**src/rtl/iiitb_pcps_pkg.sv**
```systemverilog
// rtl/iiitb_pcps_pkg.sv - shared FSM state encoding and seven-segment digit constants
package iiitb_pcps_pkg;

    typedef enum logic [2:0] {
        IDLE       = 3'd0,
        WAIT_PASS  = 3'd1,
        WRONG_PASS = 3'd2,
        RIGHT_PASS = 3'd3,
        STOP       = 3'd4,
        LOCKOUT    = 3'd5
    } state_e;

    // Active-low segments, bit0 = a ... bit6 = g
    localparam logic [6:0] SEG_0     = 7'b1000000;
    localparam logic [6:0] SEG_1     = 7'b1111001;
    localparam logic [6:0] SEG_2     = 7'b0100100;
    localparam logic [6:0] SEG_3     = 7'b0110000;
    localparam logic [6:0] SEG_4     = 7'b0011001;
    localparam logic [6:0] SEG_5     = 7'b0010010;
    localparam logic [6:0] SEG_6     = 7'b0000010;
    localparam logic [6:0] SEG_7     = 7'b1111000;
    localparam logic [6:0] SEG_8     = 7'b0000000;
    localparam logic [6:0] SEG_9     = 7'b0010000;
    localparam logic [6:0] SEG_BLANK = 7'b1111111;

endpackage

```
**src/rtl/iiitb_seg7.sv**
```systemverilog
// rtl/iiitb_seg7.sv - BCD digit to active-low seven-segment pattern
module iiitb_seg7
    import iiitb_pcps_pkg::*;
(
    input  logic [3:0] bcd_i,
    output logic [6:0] seg_o
);

    always_comb begin
        seg_o = SEG_BLANK;
        case (bcd_i)
            4'd0: seg_o = SEG_0;
            4'd1: seg_o = SEG_1;
            4'd2: seg_o = SEG_2;
            4'd3: seg_o = SEG_3;
            4'd4: seg_o = SEG_4;
            4'd5: seg_o = SEG_5;
            4'd6: seg_o = SEG_6;
            4'd7: seg_o = SEG_7;
            4'd8: seg_o = SEG_8;
            4'd9: seg_o = SEG_9;
            default: seg_o = SEG_BLANK;
        endcase
    end

endmodule

```
**src/rtl/iiitb_pcps.sv**
```systemverilog
// rtl/iiitb_pcps.sv - password-gated parking entry controller with occupancy count and free-slot display
module iiitb_pcps
    import iiitb_pcps_pkg::*;
#(
    parameter int CAPACITY    = 9,
    parameter int PW_W        = 2,
    parameter int PASS_1      = 1,
    parameter int PASS_2      = 2,
    parameter int MAX_TRIES   = 3,
    parameter int WAIT_CYCLES = 15,
    parameter int LOCK_CYCLES = 31
) (
    input  logic                            clk,
    input  logic                            reset_n,
    input  logic                            sensor_entrance,
    input  logic                            sensor_exit,
    input  logic                            sensor_depart,
    input  logic [PW_W-1:0]                 password_1,
    input  logic [PW_W-1:0]                 password_2,
    input  logic                            pw_valid,
    output logic                            GREEN_LED,
    output logic                            RED_LED,
    output logic                            FULL,
    output logic                            LOCKED,
    output logic [$clog2(CAPACITY+1)-1:0]   occupancy,
    output logic [6:0]                      HEX_1,
    output logic [6:0]                      HEX_2
);

    localparam int OCC_W = $clog2(CAPACITY + 1);
    localparam int TRY_W = $clog2(MAX_TRIES + 1);
    localparam int TMR_W = $clog2(WAIT_CYCLES + 1);
    localparam int LCK_W = $clog2(LOCK_CYCLES + 1);

    state_e             state_q, state_d;
    logic [TRY_W-1:0]   tries_q, tries_d;
    logic [TMR_W-1:0]   timer_q, timer_d;
    logic [LCK_W-1:0]   lock_q, lock_d;
    logic [OCC_W-1:0]   occ_q, occ_d;
    logic               blink_q, blink_d;

    logic               pw_match;
    logic               full;
    logic [TRY_W-1:0]   tries_inc;
    logic               entry_inc;
    logic               depart_dec;
    logic [6:0]         free_slots;
    logic [3:0]         tens_digit;
    logic [3:0]         units_digit;

    assign pw_match   = (password_1 == PW_W'(PASS_1)) && (password_2 == PW_W'(PASS_2));
    assign full       = (occ_q == OCC_W'(CAPACITY));
    assign tries_inc  = tries_q + TRY_W'(1);
    assign entry_inc  = (state_q == RIGHT_PASS) && sensor_exit;
    assign depart_dec = sensor_depart && (occ_q != '0);

    always_ff @(posedge clk) begin
        if (!reset_n) begin
            state_q <= IDLE;
            tries_q <= '0;
            timer_q <= '0;
            lock_q  <= '0;
            occ_q   <= '0;
            blink_q <= 1'b1;
        end else begin
            state_q <= state_d;
            tries_q <= tries_d;
            timer_q <= timer_d;
            lock_q  <= lock_d;
            occ_q   <= occ_d;
            blink_q <= blink_d;
        end
    end

    always_comb begin
        state_d = state_q;
        tries_d = tries_q;
        timer_d = timer_q;
        lock_d  = lock_q;
        case (state_q)
            IDLE: begin
                if (sensor_entrance && !full) begin
                    state_d = WAIT_PASS;
                    tries_d = '0;
                    timer_d = '0;
                end
            end
            WAIT_PASS, WRONG_PASS: begin
                if (pw_valid) begin
                    timer_d = '0;
                    if (pw_match) begin
                        state_d = RIGHT_PASS;
                    end else begin
                        tries_d = tries_inc;
                        if (tries_inc == TRY_W'(MAX_TRIES)) begin
                            state_d = LOCKOUT;
                            lock_d  = '0;
                        end else begin
                            state_d = WRONG_PASS;
                        end
                    end
                end else if (timer_q == TMR_W'(WAIT_CYCLES - 1)) begin
                    state_d = IDLE;
                end else begin
                    timer_d = timer_q + TMR_W'(1);
                end
            end
            RIGHT_PASS: begin
                if (sensor_exit) begin
                    state_d = sensor_entrance ? STOP : IDLE;
                end
            end
            STOP: begin
                // Wrong submissions here are ignored and never reach the try counter
                if (pw_valid && pw_match) begin
                    state_d = full ? IDLE : RIGHT_PASS;
                end
            end
            LOCKOUT: begin
                if (lock_q == LCK_W'(LOCK_CYCLES - 1)) begin
                    state_d = IDLE;
                end else begin
                    lock_d = lock_q + LCK_W'(1);
                end
            end
            default: state_d = IDLE;
        endcase
    end

    // Simultaneous entry and departure cancel out; entry at capacity saturates
    always_comb begin
        occ_d = occ_q;
        if (entry_inc && !depart_dec) begin
            if (!full) begin
                occ_d = occ_q + OCC_W'(1);
            end
        end else if (depart_dec && !entry_inc) begin
            occ_d = occ_q - OCC_W'(1);
        end
    end

    assign blink_d = (state_q == WRONG_PASS) ? ~blink_q : 1'b1;

    always_comb begin
        GREEN_LED = 1'b0;
        RED_LED   = 1'b1;
        case (state_q)
            IDLE:       RED_LED = full;
            WAIT_PASS:  RED_LED = 1'b1;
            WRONG_PASS: RED_LED = blink_q;
            RIGHT_PASS: begin
                GREEN_LED = 1'b1;
                RED_LED   = 1'b0;
            end
            STOP:       RED_LED = 1'b1;
            LOCKOUT:    RED_LED = 1'b1;
            default:    RED_LED = 1'b1;
        endcase
    end

    assign FULL      = full;
    assign LOCKED    = (state_q == LOCKOUT);
    assign occupancy = occ_q;

    assign free_slots  = 7'(CAPACITY) - 7'(occ_q);
    assign tens_digit  = 4'(free_slots / 7'd10);
    assign units_digit = 4'(free_slots % 7'd10);

    iiitb_seg7 u_seg_tens (
        .bcd_i (tens_digit),
        .seg_o (HEX_1)
    );

    iiitb_seg7 u_seg_units (
        .bcd_i (units_digit),
        .seg_o (HEX_2)
    );

endmodule

```
**config.mk**
```make
export PLATFORM = sky130hd
export DESIGN_NAME = iiitb_pcps
export DESIGN_NICKNAME = d
export VERILOG_FILES = /design/src/rtl/iiitb_pcps_pkg.sv /design/src/rtl/iiitb_seg7.sv /design/src/rtl/iiitb_pcps.sv
export SDC_FILE = /design/constraint.sdc
export NUM_CORES = 1
export LEC_CHECK = 0
export CORE_ASPECT_RATIO = 0.7
export CORE_MARGIN = 10
export CORE_UTILIZATION = 49
export CTS_BUF_LIST = sky130_fd_sc_hd__clkbuf_4 sky130_fd_sc_hd__clkbuf_8
export DETAILED_ROUTE_END_ITERATION = 12
export GPL_TIMING_DRIVEN = 0
export PLACE_DENSITY = 0.78
export RECOVER_POWER = 25
export SYNTH_ARGS = -nofsm -noshare
export SYNTH_HDL_FRONTEND = slang
export SYNTH_SLANG_ARGS = --single-unit
```
**constraint.sdc**
```tcl
create_clock -name clk -period 4.6 [get_ports clk]
set_clock_uncertainty 0.2 [all_clocks]
set_input_delay 0.92 -clock clk [delete_from_list [all_inputs] [get_ports clk]]
set_output_delay 0.92 -clock clk [all_outputs]
set_load 0.01 [all_outputs]
```
# After elaboration in Yosys (flattened, before gate mapping)
# Memories as Yosys holds them, arrays and structs flattened.
# Index checks and enable logic that the tools add are counted.
# word_totals
regBits,19
rom_bits,224
memories,2
output_inout_bits,22
inputBits,10
# memory_table
memory,words,word_bits,rd,rd_clocked_by_memory_dff,write_ports,line_no,source
(no name shown),16,7,1,0,0,iiitb_seg7.sv:11,case (bcd_i)
(no name shown),16,7,1,0,0,iiitb_seg7.sv:11,
# op_classes
n_eq_ne,22
div_mod_pow,2
n_reduce_logical,22
bitwise,1
muxes,29
addsub,6
# ops
cell,n
$mux 3,9
$mux 4,6
$mux 5,4
$ne 2x2->1 const B,8
$pmux 3 s5,1
$pmux 5 s2,1
$reduce_and 5->1,2
$add 4x1->4 const B,2
$eq 4x4->1 const B,2
$mux 2,4
$pmux 4 s2,1
$div 7x4->7 const B,1
$logic_and 1x1->1,7
$mod 7x4->7 const B,1
$eq 3x2->1 const B,2
$eq 3x3->1 const B,2
$ne 3x3->1 const B,2
$reduce_bool 2->1,3
$add 5x1->5 const B,1
$eq 5x5->1 const B,1
$sub 4x4->5 const A,1
$eq 2x2->1 const B,2
$pmux 2 s2,1
$reduce_and 2->1,2
other kinds (14),16

# Logic depth before layout (Yosys ltp)
# Gate-level depths: netlist of the first run.
# depth
ltp_word,6
depth_mapped,17

# Cells and area by module
# From an unflattened synthesis of the first run, not the netlist that was laid out.
# hier_totals
hier_cells,254
area_unflattened_um2,1986.9
# modules_own_cells
mod,n_inst,seq_area_each_um2,area_per_inst_um2,cells_per_inst
iiitb_pcps,1,380.4,1566.5,188
iiitb_seg7,2,0.0,210.2,33

# Worst setup path before layout of the first run
# No wires, ideal clock.
# synth_timing
kind,register to output
start,reg occ_q[1] (netlist: occupancy[1])
end,out HEX_2[4]
path_buffers,2
path_stages_with_launch,17
arrival_time_ns,3.510
setup_slack_ns,-0.030
cell_sequence,dfxtp_1 buf_6 inv_1 ha_1 ha_1 buf_2 xnor2_1 nor2_1 xnor2_1 ha_1 nand3b_1 a21oi_1 a211oi_1 mux2_4 ha_1 mux2_2 a22oi_1
# synth_via
elab_chain_len,3
# synth_rtl
item,line_no,source
"start, declared",iiitb_pcps.sv:39,"logic [OCC_W-1:0] occ_q, occ_d;"
"start signal, assigned",iiitb_pcps.sv:63,occ_q <= '0;
"start signal, assigned",iiitb_pcps.sv:70,occ_q <= occ_d;
$sub 4x4->5,iiitb_pcps.sv:165,assign free_slots = 7'(CAPACITY) - 7'(occ_q);
$mod 7x4->7,iiitb_pcps.sv:167,assign units_digit = 4'(free_slots % 7'd10);
$mem_v2 16x7,--,
"end, declared",iiitb_pcps.sv:27,output logic [6:0] HEX_2
# Every way passes these cells.

# Worst setup path after layout of the first run
# Ends and elaborated chain as after synthesis.

==> reports/qor.txt, run 1 <==
Outcome: completed
Worst path slowest cell: dfxtp_4
DR top layer: met4
Final hold violations: 0
Post-synthesis sequential area ratio: 0.207
Die X: 93.2 um
Tmin final: 4450 ps
Crit Path Category: reg -> out
Vias after detailed routing: 1728
Number of synthesis warnings: 0
CP Capture Type: output pin
Final ANT Viol Nets: 0
Hold Path Class: reg -> reg
Commonest non-fill, non-tap cell in the layout: nand2_1
Final period utilization: 0.968
Most common cell on crit path: ha_4
Met3 wire len: 323 um
Multi-input gate area: 0.00141 sq mm
Initial Utilization: 0.516
ANT cells: 0
Post-synth EDFFs: 0
WL met2: 1940 um
Post-synth ARST share: 0
Critical path arrival: 3330 ps
Initial antenna violation count: 0
Startpoint types: flip-flop
Number of vias per cell: 5.35
Delay-heaviest family, CP: adder cells
Crit-path cells: inv_4, ha_4, ha_4, buf_8, xnor2_4, nor2_2, xnor2_1, ha_2, nand3b_1, a21oi_2, a211oi_4, mux2_4, ha_4, mux2_2, a22oi_2, buf_2
Fillcell total: 312
Wl on met1: 2210 um
Worst-path clk slew: 80 ps
Layout Cells excl Fill: 323
Syn Area/Cell: 7.95 sq um
CTS sink count: 19
Area growth from synthesis to layout: 31.6%
Synthesized Nets: 261
Crit path buf inv count: 3
Drc violations: 0
Register cell area after layout: 388 sq um
Pin count of the biggest net entering global routing: 11
Cell variety after synth: 55
Synth Cell Area: 0.00184 sq mm
Final setup viols: 0
Hold WS: 260 ps
Worst Path Max Fanout: 6
Max-cap violations: 0
CTS Buf Count: 3
Fin. max-slew vios: 0
Die Area: 0.00663 sq mm
Final Cell Area: 0.00241 sq mm
Main flop type after synthesis: dfxtp_1
Number of nets in the layout: 304
Core Box Area: 0.00356 sq mm
Worst relative slew slack: 0.592
Clock Latency Late Sink: 260 ps
Total global routing overflow: 0
Die Ht: 71.2 um
Slew @ Worst Pin: 609 ps
Root Buffer: clkbuf_8
Cells after DPL: 311
Longest Clk Path Bufs: 2
CP peak stage delay: 390 ps
CTS tree: done
TritonRoute pass-1 iters: 4
Initial DRC count: 146
Share of layout cells above drive strength 1: 0.198
Routed wire length: 4510 um
GRT Util Overall: 0.131
Number of global-route vias before repair: 1528
Gp weighted congestion: 0.927
Port bufs: 30
Post-Place Cell Area: 0.00220 sq mm
WL per Instance: 14.0 um
Max Freq: 225 MHz
CP Data Required Time: 3480 ps
Most frequent cells in the layout: 23 x nand2_1, 17 x nor2_1, 17 x dfxtp_1, 15 x inv_1, 15 x clkdlybuf4s50_1
Number of synthesized register bits: 19
First-pass GRT wire length: 7290 um
DP Wirelength: 3380 um
I/O Pins: 32
Row cnt: 18
Syn Inst Count: 231
H-tree depth: 1
==> metrics by stage <==
step / setup slack, ps / TNS, ps / util
global route: -16.7 / -47.9 / 0.679
detailed placement: -788 / -6190 / 0.619
CTS: 16.9 / 0 / 0.670
finish: 147 / 0 / 0.679
global placement: -724 / -5710 / 0.619
floorplan: 29.0 / 0 / -
==> cell usage after synthesis, types with 4 or more instances <==
cell / n / share of area
o21a_1: 7 / 0.029
nand2_1: 23 / 0.047
ha_1: 19 / 0.13
nor2b_1: 7 / 0.024
xor2_1: 4 / 0.019
mux2i_1: 4 / 0.022
dfxtp_1: 19 / 0.21
nand3_1: 5 / 0.014
o21ai_0: 7 / 0.019
clkbuf_1: 5 / 0.010
xnor2_1: 5 / 0.024
nor3_1: 7 / 0.019
nand3b_1: 5 / 0.020
inv_1: 17 / 0.035
nor2_1: 19 / 0.039
and2_1: 5 / 0.017
buf_2: 4 / 0.011
a31oi_1: 4 / 0.014
a21oi_1: 13 / 0.035
o211a_1: 4 / 0.022
==> kinds of logic after synthesis <==
logic type      after synthesis  share of synthesized area
simple gates                 90                      0.264
compound gates               57                      0.230
buf+inv                      30                     0.0784
fa+ha+maj                    20                      0.140
flops                        19                      0.207
xor+xnor                      9                     0.0429
mux                           6                     0.0361
==> sequential cells by signal (all words and copies together), names as in the netlist <==
| signal | cells |
|---|---|
| blink_q | 1 |
| occupancy | 4 |
| lock_q | 5 |
| state_q | 3 |
| timer_q | 4 |
| tries_q | 2 |
==> metal layers <==
layer / track usage / up-vias
li1: - / 898
met1: 0.179 / 773
met2: 0.196 / 52
met3: 0.0358 / 5
met4: 0.0341 / 0
met5: 0 / -
==> worst reg2reg max path, delay by kind of cell (launching register included) <==
| family | cells | cell delay [ps] |
|---|---|---|
| AOI/OAI and AO/OA | 3 | 800 |
| xor gates and xnor gates | 1 | 80 |
| adders and majority gates | 1 | 320 |
| buffers and inverters | 1 | 210 |
| DFF | 1 | 350 |
| muxes | 1 | 240 |
| and+or+nand+nor | 2 | 410 |
==> layout make-up <==
| type | instances | area share |
|---|---|---|
| buffer | 12 | 0.0326 |
| tap | 50 | 0.0259 |
| sequential | 19 | 0.161 |
| multi-input combinational | 182 | 0.583 |
| timing repair buffer | 39 | 0.150 |
| inverter | 17 | 0.0275 |
| clock buffer | 4 | 0.0202 |
==> final timing paths <==
| check | from | end | slack, ps | depth (start not counted) |
|---|---|---|---|---|
| worst max register to register | occupancy[0] | occupancy[3] | 1870 | 9 |
| worst min-delay path | lock_q[4] | lock_q[4] | 260 | 1 |
| worst max-delay path | occupancy[1] | HEX_2[4] | 150 | 16 |
| worst min register to register | lock_q[4] | lock_q[4] | 260 | 1 |
==> what timing repair did <==
item                       4_1_cts  5_1_grt
buffers inserted                 7        2
hold buffers                     0        0
setup endpoints to repair       12       12
pin swaps                        6        5
resized for setup               34       21
Power of run 1 is left out: the tool's default activity adds up to more than one toggle a clock period on the data nets, which glitch-free logic cannot reach.
==> run 2: changes to the inputs <==
PLACE_DENSITY = 0.75   (was 0.78)
clock period = 4.65 ns   (was 4.6 ns; I/O delays follow)
==> reports/qor.txt, run 2 (same netlist as run 1, synthesis figures left out) <==
Worst-path clk slew: 70 ps
Post-layout util: 0.695
Number of nets in the layout: 312
FF-to-FF path depth: 9
Initial DRC count: 110
Worst R2R End: occupancy[3]
Crit Path Category: reg -> out
Max reg flops: 5
Startpoint types: flip-flop
Drc violations: 0
DP Wirelength: 3370 um
Outcome: completed
CTS Buf Count: 3
Number of global-route vias before repair: 1682
Gp weighted congestion: 0.870
Tmin final: 4510 ps
Die Ht: 71.2 um
Commonest non-fill, non-tap cell in the layout: nand2_1
Worst Path Max Fanout: 7
Max-cap violations: 0
Row cnt: 18
Longest Clk Path Bufs: 2
Fin. max-slew vios: 0
Vias after detailed routing: 1817
Hold_buf cts: 0
Pin count of the biggest net entering global routing: 12
Initial Utilization: 0.516
Slew @ Worst Pin: 746 ps
Top reg by flops: lock_q
Worst relative slew slack: 0.500
TritonRoute pass-1 iters: 4
Register cell area after layout: 388 sq um
Routed wire length: 5070 um
Final setup viols: 0
Port bufs: 30
Number of vias per cell: 5.49
Die Area: 0.00663 sq mm
Die X: 93.2 um
CTS tree: done
Initial antenna violation count: 0
Final period utilization: 0.969
GRT Util Overall: 0.146
Critical path arrival: 3380 ps
Final hold violations: 0
CP Data Required Time: 3520 ps
Final ANT Viol Nets: 0
Core Box Area: 0.00356 sq mm
Hold WS: 274 ps
CTS sink count: 19
Max Freq: 222 MHz
FF-to-FF Start: occupancy[0]
Hold Path Class: reg -> reg
Area growth from synthesis to layout: 34.8%
Most frequent cells in the layout: 23 x nand2_1, 17 x nor2_1, 17 x buf_4, 17 x dfxtp_1, 15 x inv_1
WL per Instance: 15.3 um
Crit path to: HEX_2[5]
H-tree depth: 1
Share of layout cells above drive strength 1: 0.224
CP startpoint: occupancy[1]
Reg2Reg Setup Slack: 1890 ps
CP Capture Type: output pin
ANT cells: 0
Setup TNS: 0 ps
Total global routing overflow: 0
I/O Pins: 32
Clock Latency Late Sink: 260 ps
Fillcell total: 320
Root Buffer: clkbuf_8
Multi-input gate area: 0.00142 sq mm
First-pass GRT wire length: 8110 um
run 2: final cells by class:
type                       count  share of cell area
multi-input combinational    182               0.573
timing repair buffer          48               0.174
sequential                    19               0.157
inverter                      17              0.0268
buffer                        11              0.0258
tap                           50              0.0253
clock buffer                   3              0.0167
clock inverter                 1             0.00202
run 2: stage by stage:
step,cells,worst slack [ps],area [sq um]
2_1_floorplan,231,10.1,1840
3_3_place_gp,311,-801,2200
3_5_place_dp,311,-794,2200
4_1_cts,326,29.9,2410
5_1_grt,331,-11.4,2470
6_report,331,142,2470
run 2: routing by layer:
metal,track usage,routed length [um],up-vias
met5,0,0,-
met4,0.0307,48,0
met3,0.0421,401,7
met2,0.228,2240,70
met1,0.193,2380,830
li1,-,-,910
run 2: how the worst min path moves through the flow:
stage / from / cells past startpoint / to / slack [ps]
2_1_floorplan: lock_q[4] / 1 / lock_q[4] / 220
3_3_place_gp: blink_q / 2 / blink_q / 250
3_5_place_dp: blink_q / 2 / blink_q / 260
4_1_cts: lock_q[4] / 1 / lock_q[4] / 270
5_1_grt: lock_q[4] / 1 / lock_q[4] / 280
6_report: blink_q / 2 / blink_q / 270
run 2: critical path, stage by stage, from the launching register on:
cell,delay [ps]
dfxtp_4,410
inv_4,60
ha_4,170
ha_4,270
xnor2_4,190
nor2_2,60
xnor2_1,140
ha_2,210
nand3b_1,120
a21oi_2,70
a211oi_2,300
mux2_4,360
inv_1,120
ha_1,180
nor3_2,60
a311oi_2,220
buf_2,170
run 2: what timing repair did:
action	CTS	global route
gates cloned	0	0
setup endpoints to repair	12	12
setup buffers	11	7
pin swaps	4	10
resized for setup	31	26
Power of run 2 is left out for the same reason.
==> run 3: changes to the inputs <==
TNS_END_PERCENT = 1   (was not set)
==> reports/qor.txt, run 3 (same netlist as run 1, synthesis figures left out) <==
Outcome: completed
Startpoint types: flip-flop
Most frequent cells in the layout: 23 x nand2_1, 17 x nor2_1, 17 x buf_4, 17 x dfxtp_1, 16 x inv_1
Fillcell total: 321
Total global routing overflow: 0
Clock Latency Late Sink: 260 ps
Final hold violations: 0
Critical path arrival: 3470 ps
Multi-input gate area: 0.00139 sq mm
TritonRoute pass-1 iters: 4
GRT Util Overall: 0.145
Final setup viols: 0
Register cell area after layout: 388 sq um
Worst path slowest cell: dfxtp_4
CP Capture Type: output pin
Pin count of the biggest net entering global routing: 12
Hold_buf cts: 0
Drc violations: 0
Longest Clk Path Bufs: 2
CP Data Required Time: 3520 ps
Slew @ Worst Pin: 687 ps
Die Area: 0.00663 sq mm
CP peak stage delay: 410 ps
Vias after detailed routing: 1801
Initial antenna violation count: 0
Routed wire length: 4860 um
Top reg by flops: lock_q
Final ANT Viol Nets: 0
WL per Instance: 14.7 um
DP Wirelength: 3370 um
Area growth from synthesis to layout: 33.7%
Initial DRC count: 131
Crit Path Category: reg -> out
Worst relative slew slack: 0.539
Crit path buf inv count: 5
I/O Pins: 32
Delay-heaviest family, CP: buffers and inverters
Worst-path clk slew: 70 ps
Initial Utilization: 0.516
Share of layout cells above drive strength 1: 0.217
Pre-CTS WS: -794 ps
ANT cells: 0
Port bufs: 30
Layout Cells excl Fill: 331
PnR worst setup slack: 45.3 ps
RSZ-0062 raised after global routing: yes
Max reg flops: 5
Commonest non-fill, non-tap cell in the layout: nand2_1
Fin. max-slew vios: 0
Number of nets in the layout: 312
Row cnt: 18
Crit-path cells: inv_4, ha_4, ha_4, buf_8, xnor2_4, nor2_2, xnor2_1, ha_2, nand3b_1, a21oi_2, a211oi_2, mux2_4, buf_4, buf_4, nor3b_1, nor3_1, clkdlybuf4s15_1
Die Ht: 71.2 um
CTS Buf Count: 3
Cells after DPL: 311
Core Box Area: 0.00356 sq mm
Max-cap violations: 0
CTS sink count: 19
Final period utilization: 0.990
Root Buffer: clkbuf_8
Max Freq: 217 MHz
Tmin final: 4600 ps
H-tree depth: 1
Gp weighted congestion: 0.870
Worst Path Max Fanout: 7
CTS tree: done
Number of global-route vias before repair: 1671
Die X: 93.2 um
Post-layout util: 0.690
Hold Path Class: reg -> reg
First-pass GRT wire length: 8070 um
Number of vias per cell: 5.44
==> run 3: stage by stage <==
step                      hold WS, ps  TNS (ps)  area (sq um)
after floorplan                   223         0          1840
after global placement            249     -6290          2200
after detailed placement          256     -6270          2200
after CTS                         275     -78.9          2390
after global routing              284      -372          2450
final                             274         0          2450
==> run 3: cell type report <==
type,count,share of cell area
multi-input cells,182,0.568
inverters,17,0.0270
clock inverters,1,0.00204
flip-flops and latches,19,0.158
repair buffers,47,0.171
clock buffers,3,0.0168
plain buffers,12,0.0321
well taps,50,0.0255
==> run 3: metal layers <==
metal  vias to the layer above  global-route usage  wire length, um
met2                        50               0.230             2120
met1                       830               0.191             2380
li1                        916                   -                -
met5                         -                   0                0
met3                         5              0.0400              312
met4                         0              0.0307               42
==> run 3: worst reg2reg max path, stage by stage (launching register included) <==
cell	delay (ps)
dfxtp_1	340
clkbuf_1	230
o41a_1	470
nand3b_1	270
ha_1	330
a21o_1	180
a21oi_1	180
mux2i_1	240
xor2_1	80
and2_1	160
==> run 3: final timing paths <==
| check | start | end | slack, ps | cells past startpoint |
|---|---|---|---|---|
| max | occupancy[1] | HEX_2[6] | 50 | 17 |
| min | lock_q[4] | lock_q[4] | 270 | 1 |
| max reg2reg | occupancy[0] | occupancy[3] | 1880 | 9 |
| min reg2reg | lock_q[4] | lock_q[4] | 270 | 1 |
==> run 3: what timing repair did <==
| item | CTS | global route |
|---|---|---|
| setup buffers | 9 | 8 |
| setup endpoints to repair | 12 | 12 |
| cloned | 0 | 0 |
| pin swaps | 4 | 2 |
| gates resized for setup | 34 | 19 |
Power of run 3 is left out for the same reason.
